--- src/rtl/crusher_scheduler.sv ---
// crusher_scheduler
//   Time-shares a single bitcrusher datapath among NUM_CH drum-pad sample
//   channels. Requests are granted round-robin, the chosen sample is handed to
//   the crusher with a one-cycle start pulse, and the crushed result comes back
//   tagged with its channel number. If the crusher never signals done, a
//   watchdog forwards the original sample and flags the bypass.
//
// Ports
//   clock         system clock, rising edge
//   reset         synchronous, active-high
//   req_valid     per-channel request, held until req_ack
//   req_sample    packed samples, channel i at [12*i+11:12*i]
//   req_ack       one-hot 1-cycle pulse: that channel's sample was taken
//   crush_start   1-cycle start pulse to the bitcrusher
//   crush_sample  sample under processing, held until the next grant
//   crush_result  bitcrusher output, valid with crush_done
//   crush_done    bitcrusher completion
//   out_valid     1-cycle pulse: out_sample/out_ch valid
//   out_sample    crushed or bypassed sample, held until the next result
//   out_ch        channel that produced out_sample
//   timeout_err   1-cycle pulse with out_valid when the crusher was bypassed
module crusher_scheduler #(
  parameter int CH_W    = 2,
  parameter int TIMEOUT = 255,
  localparam int NUM_CH = 2 ** CH_W
) (
  input  logic                 clock,
  input  logic                 reset,
  input  logic [NUM_CH-1:0]    req_valid,
  input  logic [NUM_CH*12-1:0] req_sample,
  output logic [NUM_CH-1:0]    req_ack,
  output logic                 crush_start,
  output logic [11:0]          crush_sample,
  input  logic [11:0]          crush_result,
  input  logic                 crush_done,
  output logic                 out_valid,
  output logic [11:0]          out_sample,
  output logic [CH_W-1:0]      out_ch,
  output logic                 timeout_err
);

  localparam int CNT_W = (TIMEOUT > 2) ? $clog2(TIMEOUT) : 1;
  localparam logic [CNT_W-1:0] CNT_LAST = CNT_W'(TIMEOUT - 1);

  typedef enum logic [1:0] {
    IDLE  = 2'd0,
    ISSUE = 2'd1,
    WAIT  = 2'd2,
    OUT   = 2'd3
  } state_t;

  state_t              state_q, state_d;
  logic [CH_W-1:0]     rr_ptr_q, rr_ptr_d;
  logic [CH_W-1:0]     grant_q, grant_d;
  logic [NUM_CH-1:0]   ack_q, ack_d;
  logic                start_q, start_d;
  logic [11:0]         crush_sample_q, crush_sample_d;
  logic                out_valid_q, out_valid_d;
  logic [11:0]         out_sample_q, out_sample_d;
  logic [CH_W-1:0]     out_ch_q, out_ch_d;
  logic                timeout_err_q, timeout_err_d;
  logic [CNT_W-1:0]    cnt_q, cnt_d;

  logic                arbFound;
  logic [CH_W-1:0]     arbIdx;

  // Round-robin search starting at rr_ptr. Offsets are scanned from the
  // farthest down to zero so the closest pending channel is written last and
  // therefore wins.
  always_comb begin
    logic [CH_W-1:0] probe;
    probe    = '0;
    arbFound = 1'b0;
    arbIdx   = '0;
    for (int i = NUM_CH - 1; i >= 0; i--) begin
      probe = rr_ptr_q + CH_W'(i);
      if (req_valid[probe]) begin
        arbFound = 1'b1;
        arbIdx   = probe;
      end
    end
  end

  // Next-state and output logic. Every output is registered: the pulse
  // outputs are loaded on the transition into the state in which they must be
  // seen, so req_ack/crush_start are high during ISSUE and out_valid/
  // timeout_err are high during OUT. The timeout_err register doubles as the
  // bypass flag and is cleared by its default when OUT is left.
  always_comb begin
    state_d        = state_q;
    rr_ptr_d       = rr_ptr_q;
    grant_d        = grant_q;
    ack_d          = '0;
    start_d        = 1'b0;
    crush_sample_d = crush_sample_q;
    out_valid_d    = 1'b0;
    out_sample_d   = out_sample_q;
    out_ch_d       = out_ch_q;
    timeout_err_d  = 1'b0;
    cnt_d          = cnt_q;

    case (state_q)
      IDLE: begin
        if (arbFound) begin
          grant_d        = arbIdx;
          crush_sample_d = req_sample[int'(arbIdx) * 12 +: 12];
          ack_d          = NUM_CH'(1) << arbIdx;
          start_d        = 1'b1;
          state_d        = ISSUE;
        end
      end
      ISSUE: begin
        cnt_d   = '0;
        state_d = WAIT;
      end
      WAIT: begin
        // Done takes priority over a watchdog expiry in the same cycle.
        if (crush_done) begin
          out_sample_d = crush_result;
          out_ch_d     = grant_q;
          out_valid_d  = 1'b1;
          state_d      = OUT;
        end else if (cnt_q == CNT_LAST) begin
          out_sample_d  = crush_sample_q;
          out_ch_d      = grant_q;
          out_valid_d   = 1'b1;
          timeout_err_d = 1'b1;
          state_d       = OUT;
        end else begin
          cnt_d = cnt_q + CNT_W'(1);
        end
      end
      OUT: begin
        rr_ptr_d = grant_q + CH_W'(1);
        state_d  = IDLE;
      end
      default: begin
        state_d = IDLE;
      end
    endcase
  end

  // State and output registers with synchronous reset; a reset in the middle
  // of a transaction simply drops it.
  always_ff @(posedge clock) begin
    if (reset) begin
      state_q        <= IDLE;
      rr_ptr_q       <= '0;
      grant_q        <= '0;
      ack_q          <= '0;
      start_q        <= 1'b0;
      crush_sample_q <= '0;
      out_valid_q    <= 1'b0;
      out_sample_q   <= '0;
      out_ch_q       <= '0;
      timeout_err_q  <= 1'b0;
      cnt_q          <= '0;
    end else begin
      state_q        <= state_d;
      rr_ptr_q       <= rr_ptr_d;
      grant_q        <= grant_d;
      ack_q          <= ack_d;
      start_q        <= start_d;
      crush_sample_q <= crush_sample_d;
      out_valid_q    <= out_valid_d;
      out_sample_q   <= out_sample_d;
      out_ch_q       <= out_ch_d;
      timeout_err_q  <= timeout_err_d;
      cnt_q          <= cnt_d;
    end
  end

  assign req_ack      = ack_q;
  assign crush_start  = start_q;
  assign crush_sample = crush_sample_q;
  assign out_valid    = out_valid_q;
  assign out_sample   = out_sample_q;
  assign out_ch       = out_ch_q;
  assign timeout_err  = timeout_err_q;

endmodule
--- config.mk ---
export PLATFORM = sky130hd
export DESIGN_NAME = crusher_scheduler
export DESIGN_NICKNAME = d
export VERILOG_FILES = /design/src/rtl/crusher_scheduler.sv
export SDC_FILE = /design/constraint.sdc
export NUM_CORES = 1
export LEC_CHECK = 0
export CAP_MARGIN = 10
export CORE_MARGIN = 1
export CORE_UTILIZATION = 46
export DETAILED_ROUTE_END_ITERATION = 7
export HOLD_SLACK_MARGIN = 0.03
export PLACE_DENSITY_LB_ADDON = 0.3
export SLEW_MARGIN = 20
export SYNTH_ARGS = -nofsm -noshare
export SYNTH_HDL_FRONTEND = slang
export SYNTH_SLANG_ARGS = --single-unit
--- constraint.sdc ---
create_clock -name clock -period 3.7 [get_ports clock]
set_input_delay 0.74 -clock clock [delete_from_list [all_inputs] [get_ports clock]]
set_output_delay 0.74 -clock clock [all_outputs]
set_load 0.05 [all_outputs]
; Yosys cells after proc, flatten, opt, wreduce, memory -nomap -nowiden
; Index checks and enable logic that the tools add are counted.
[word_totals]
regBits = 47
input_bits = 67
out_inout_bits = 33
word_cells = 75
[classes]
add_sub_neg = 5
multipliers = 1
order_cmp = 4
eq_ne = 8
shifts = 2
muxes = 30
bitwise_logic = 3
reduce_logical = 11
[op_table]
columns = operator, count
row1 = 48-bit by 7-bit variable part select with 12-bit output, 1
row2 = 12-bit two-way mux, 2
row3 = 2-bit two-way mux, 9
row4 = 8-bit two-way mux, 2
row5 = 8-bit case mux with 2 select lines, 1
row6 = "2-bit by 3-bit less-than comparator with 1-bit output, second input constant", 4
row7 = 1-bit two-way mux, 11
row8 = "8-bit by 1-bit adder with 8-bit output, second input constant", 1
row9 = 1-bit binary-select mux with 2-bit select, 4
row10 = "8-bit equality test, second input constant", 1
row11 = 2-bit case mux with 4 select lines, 1
row12 = "2-bit inequality test, second input constant", 3
row13 = 2-bit AND reduction, 3
row14 = 3-bit OR reduction, 2
row15 = "2-bit by 1-bit adder with 2-bit output, second input constant", 2
row16 = "2-bit adder, second input constant", 2
row17 = "2-bit equality test, second input constant", 2
row18 = "2-bit by 2-bit multiplier with 4-bit output, second input constant", 1
row19 = 2-bit nonzero test, 2
row20 = 2-bit OR reduction, 2
row21 = "1-bit by 2-bit left shift with 4-bit output, first input constant", 1
row22 = "3-bit inequality test, second input constant", 1
row23 = 1-bit NOT, 3
row24 = 3-bit AND reduction, 1
row25 = 2 further kinds, 2

; Longest topological paths before layout
[depth]
word_depth = 9
mapped_depth = 8
depth_no_buf = 7

; Worst setup path before layout
; Ideal clock, no wire load.
[synth_timing]
kind = input -> register
startpoint = input req_valid[0]
endpoint = register crush_sample_q[10], in the netlist crush_sample[10]
setup_time_ns = 0.133
arrival_ns = 1.799
required_ns = 3.567
slack_ns = 1.768
path_stages = 7
path_buffers = 2
cell_sequence = a21o_1 > a21oi_1 > o22a_1 > buf_6 > buf_4 > mux2i_1 > o221ai_1
[synth_via]
elab_chain_cells = 8
word_cells_on_any_way = 19
cone_classes = mul (1) / shift (1) / mux (16) / reduce/logical (1)
[synth_lines]
columns = element, line_no
row1 = start: declaration, 29  ; input logic [NUM_CH-1:0] req_valid,
row2 = 1-bit binary-select mux with 2-bit select, 77  ; if (req_valid[probe]) begin
row3 = 1-bit two-way mux (implied by the code), 77
row4 = 2-bit two-way mux (4 in a row), 77
row5 = 2-bit by 2-bit multiplier with 4-bit output, 106  ; crush_sample_d = req_sample[int'(arbIdx) * 12 +: 12];
row6 = 48-bit by 7-bit variable part select with 12-bit output, 106
row7 = end signal: assignment, 164  ; crush_sample_q <= crush_sample_d;
row8 = end: declaration, 57  ; logic [11:0] crush_sample_q, crush_sample_d;
; Several ways; a longest one is shown, not always the timed one. The select of a mux whose other input is x is not followed.
; A chain may end at the register's enable or synchronous reset.

; Worst setup path in the final report
[layout_timing]
startpoint = input req_valid[1]
endpoint = register crush_sample_q[8], in the netlist crush_sample[8]
; Same word-level chain as after synthesis.

==> results.ini <==
[status]
outcome=finished clean

[drt]
drcViolationCount=0
num_vias=2069
ant_nets=0
wl_per_cell_microns=15.0
vias_per_cell=5.17
drt_iter0_drc=124
routed_wl_microns=6010
first_pass_iters=4

[floorplan]
die_x_microns=73.5
dieArea_sq_um=5400
die_h_microns=73.5
num_io_pins=100
row_count=25
start_util_pct=48.8
core_area_sq_um=4820

[cts]
post_cts_buffers=0
path_clk_slew_ns=0.08
cts_tree=yes
h-tree-depth=2
post_cts_resized=0
clockBufferDepth=2
cts_root_buf=clkbuf_8
numCtsBuffers=5
clock_sinks=47
hold_buffers=0
clk_latency_ns=0.30

[sta]
clock_skew_ns=0.00603
holdWs_ns=0.492
fmax_mhz=422
rsz0062_at_grt=no
finalCriticalPeriod_ns=2.37
tightest_slew_ns=0.549
min_period_over_period_pct=64.1
fin_tns_setup_ns=0
setup_violations=0
drv_slew=0
relSlewSlack_pct=63.3
hold_violations=0

[cells_and_area]
instances_no_fill=400
area_growth_pct=45.9
seq_area_sq_um=941
multi_input_area_sq_um=1270
layout-drive-gt1-share_pct=6.91
nFillCells=402
nNetsFinal=407
finish.utilization_pct=71.2
n_antenna_cell=0

[synth]
yosys-top-cells-count=dfxtp_1, mux2i_1, nor2_1, nand2_1, o221ai_1
synth_area_per_cell_sq_um=9.93
yosysTopAreaCell=dfxtp_1
synth_most_common_cell=dfxtp_1
syn_nets=311
synth-edff-count=0
ys_seq_area_share_pct=40.0
ys_types=40
post-synth-top-area-fraction_pct=40.0
yosys_register_bits=47
synth-warning-count=0
async_flop_share_pct=0
synth_cells=237
yosys_most_used_dff=dfxtp_1
synth_area_sq_um=2350
synth_area_leaders=dfxtp_1, mux2i_1, nor2_1

[grt]
grt_pass1_wl_microns=9310
overflow=0
grt_max_degree=30
grt_pass1_vias=1967
antenna_found_initial=0
grtUsageTotal_pct=22.9

[worst_setup_path]
cp-start-kind=input pin
cp-end-kind=flop
crit_top_cell=nand2b_1
worst-path-max-fanout=14
cp.arrival_ns=2.53
worstSetupStartpoint=req_valid[1]
crit_chain=clkdlybuf4s50_1 > nand2b_1 > a21oi_1 > a211oi_1 > nand2b_1 > o221ai_1
slowest_stage=clkdlybuf4s50_1
r2r-start=cnt_q[2]
slowest_delay_ns=0.59
required_ns=3.86
crit_type=in -> reg

[pwr]
intPower_mw=1.15
power_frac_comb_pct=49.3
switching_power_mw=0.864
power.leakage_nw=1.29
power_density_nw_per_um2=586
power.share.clock_pct=15.6
ir_worst_vdd_uv=375
p_sw_share_pct=42.9
pwr-share-seq_pct=35.2

[placed_design]
dp_cells=393
hpwl_microns=4580
port_buffers=99
gp_congestion=0.820

[worst_hold_path]
hold_start=cnt_q[5]
holdCritPathClass=reg -> reg

[run]
maxCapViolations=0

[final cells by class]
cell class	count	area share, %
timing repair buffer	104	30.0
clock buffer	6	2.41
tap	67	2.44
inverter	6	0.656
multi-input combinational	169	37.0
sequential	47	27.4
clock inverter	1	0.146
[placed cells by master (no fill, tap or decap), types with 2 or more instances in the layout]
cell	count
clkdlybuf4s50_1	99
dfxtp_1	47
mux2i_1	40
nor2_1	35
nand2_1	15
o221ai_1	12
a21oi_1	8
a211oi_1	8
a211oi_2	7
ha_1	7
inv_1	6
clkbuf_8	6
buf_4	5
nand2b_1	4
nor2b_1	4
xor2_1	4
o21ai_0	3
and4_1	2
nand4_1	2
[worst max-delay path: cells and delay by family]
family,cells,cell delay (ns)
buffers and inverters,1,0.59
AO/OA/AOI/OAI,3,0.55
AND/OR/NAND/NOR,2,0.64
[registers in the layout, indices dropped and copies added, names as in the netlist]
register      cells
cnt_q             8
crush_sample     12
crush_start       1
grant_q           2
out_ch            2
out_sample       12
out_valid         1
req_ack           4
rr_ptr_q          2
state_q           2
timeout_err       1
[worst paths after layout]
kind                endpoint  slack, ns  cells past startpoint
max          crush_sample[8]       1.33                      6
min                 cnt_q[5]       0.49                      2
max reg2reg    out_sample[2]       1.82                      6
min reg2reg         cnt_q[5]       0.49                      2
[metal layers]
layer,global-route usage (%),routed length [microns],up-vias
li1,-,-,1045
met1,28.2,2540,943
met2,37.9,3040,65
met3,6.17,282,16
met4,8.97,148,0
met5,0,0,-
[cell families after synthesis]
logic type / after synthesis / share of synthesized area (%)
AND/OR/NAND/NOR: 69 / 13.6
AO/OA/AOI/OAI: 48 / 17.7
XOR/XNOR: 5 / 1.86
adder cells (fa/ha/maj): 7 / 3.72
flip-flops: 47 / 40.0
multiplexers: 40 / 17.0
buffers and inverters: 21 / 6.06
[per-stage QoR]
step / total power, mW / area [sq um] / setup WS (ns)
final: 2.01 / 3430 / 1.33
after global routing: 2.12 / 3430 / 1.15
after CTS: 2.03 / 3430 / 1.32
after detailed placement: 1.71 / 3340 / 0.997
after global placement: 1.69 / 3340 / 1.02
after floorplan: 1.39 / 2350 / 1.77
[power groups by stage]
stage	clock (mW)	sequential, mW	combinational (mW)
2_1_floorplan	0	0.988	0.400
3_3_place_gp	0	0.714	0.975
3_5_place_dp	0	0.717	0.991
4_1_cts	0.322	0.706	0.997
5_1_grt	0.338	0.721	1.06
6_report	0.313	0.708	0.992
Note: power is estimated with default switching activity, not from simulation.
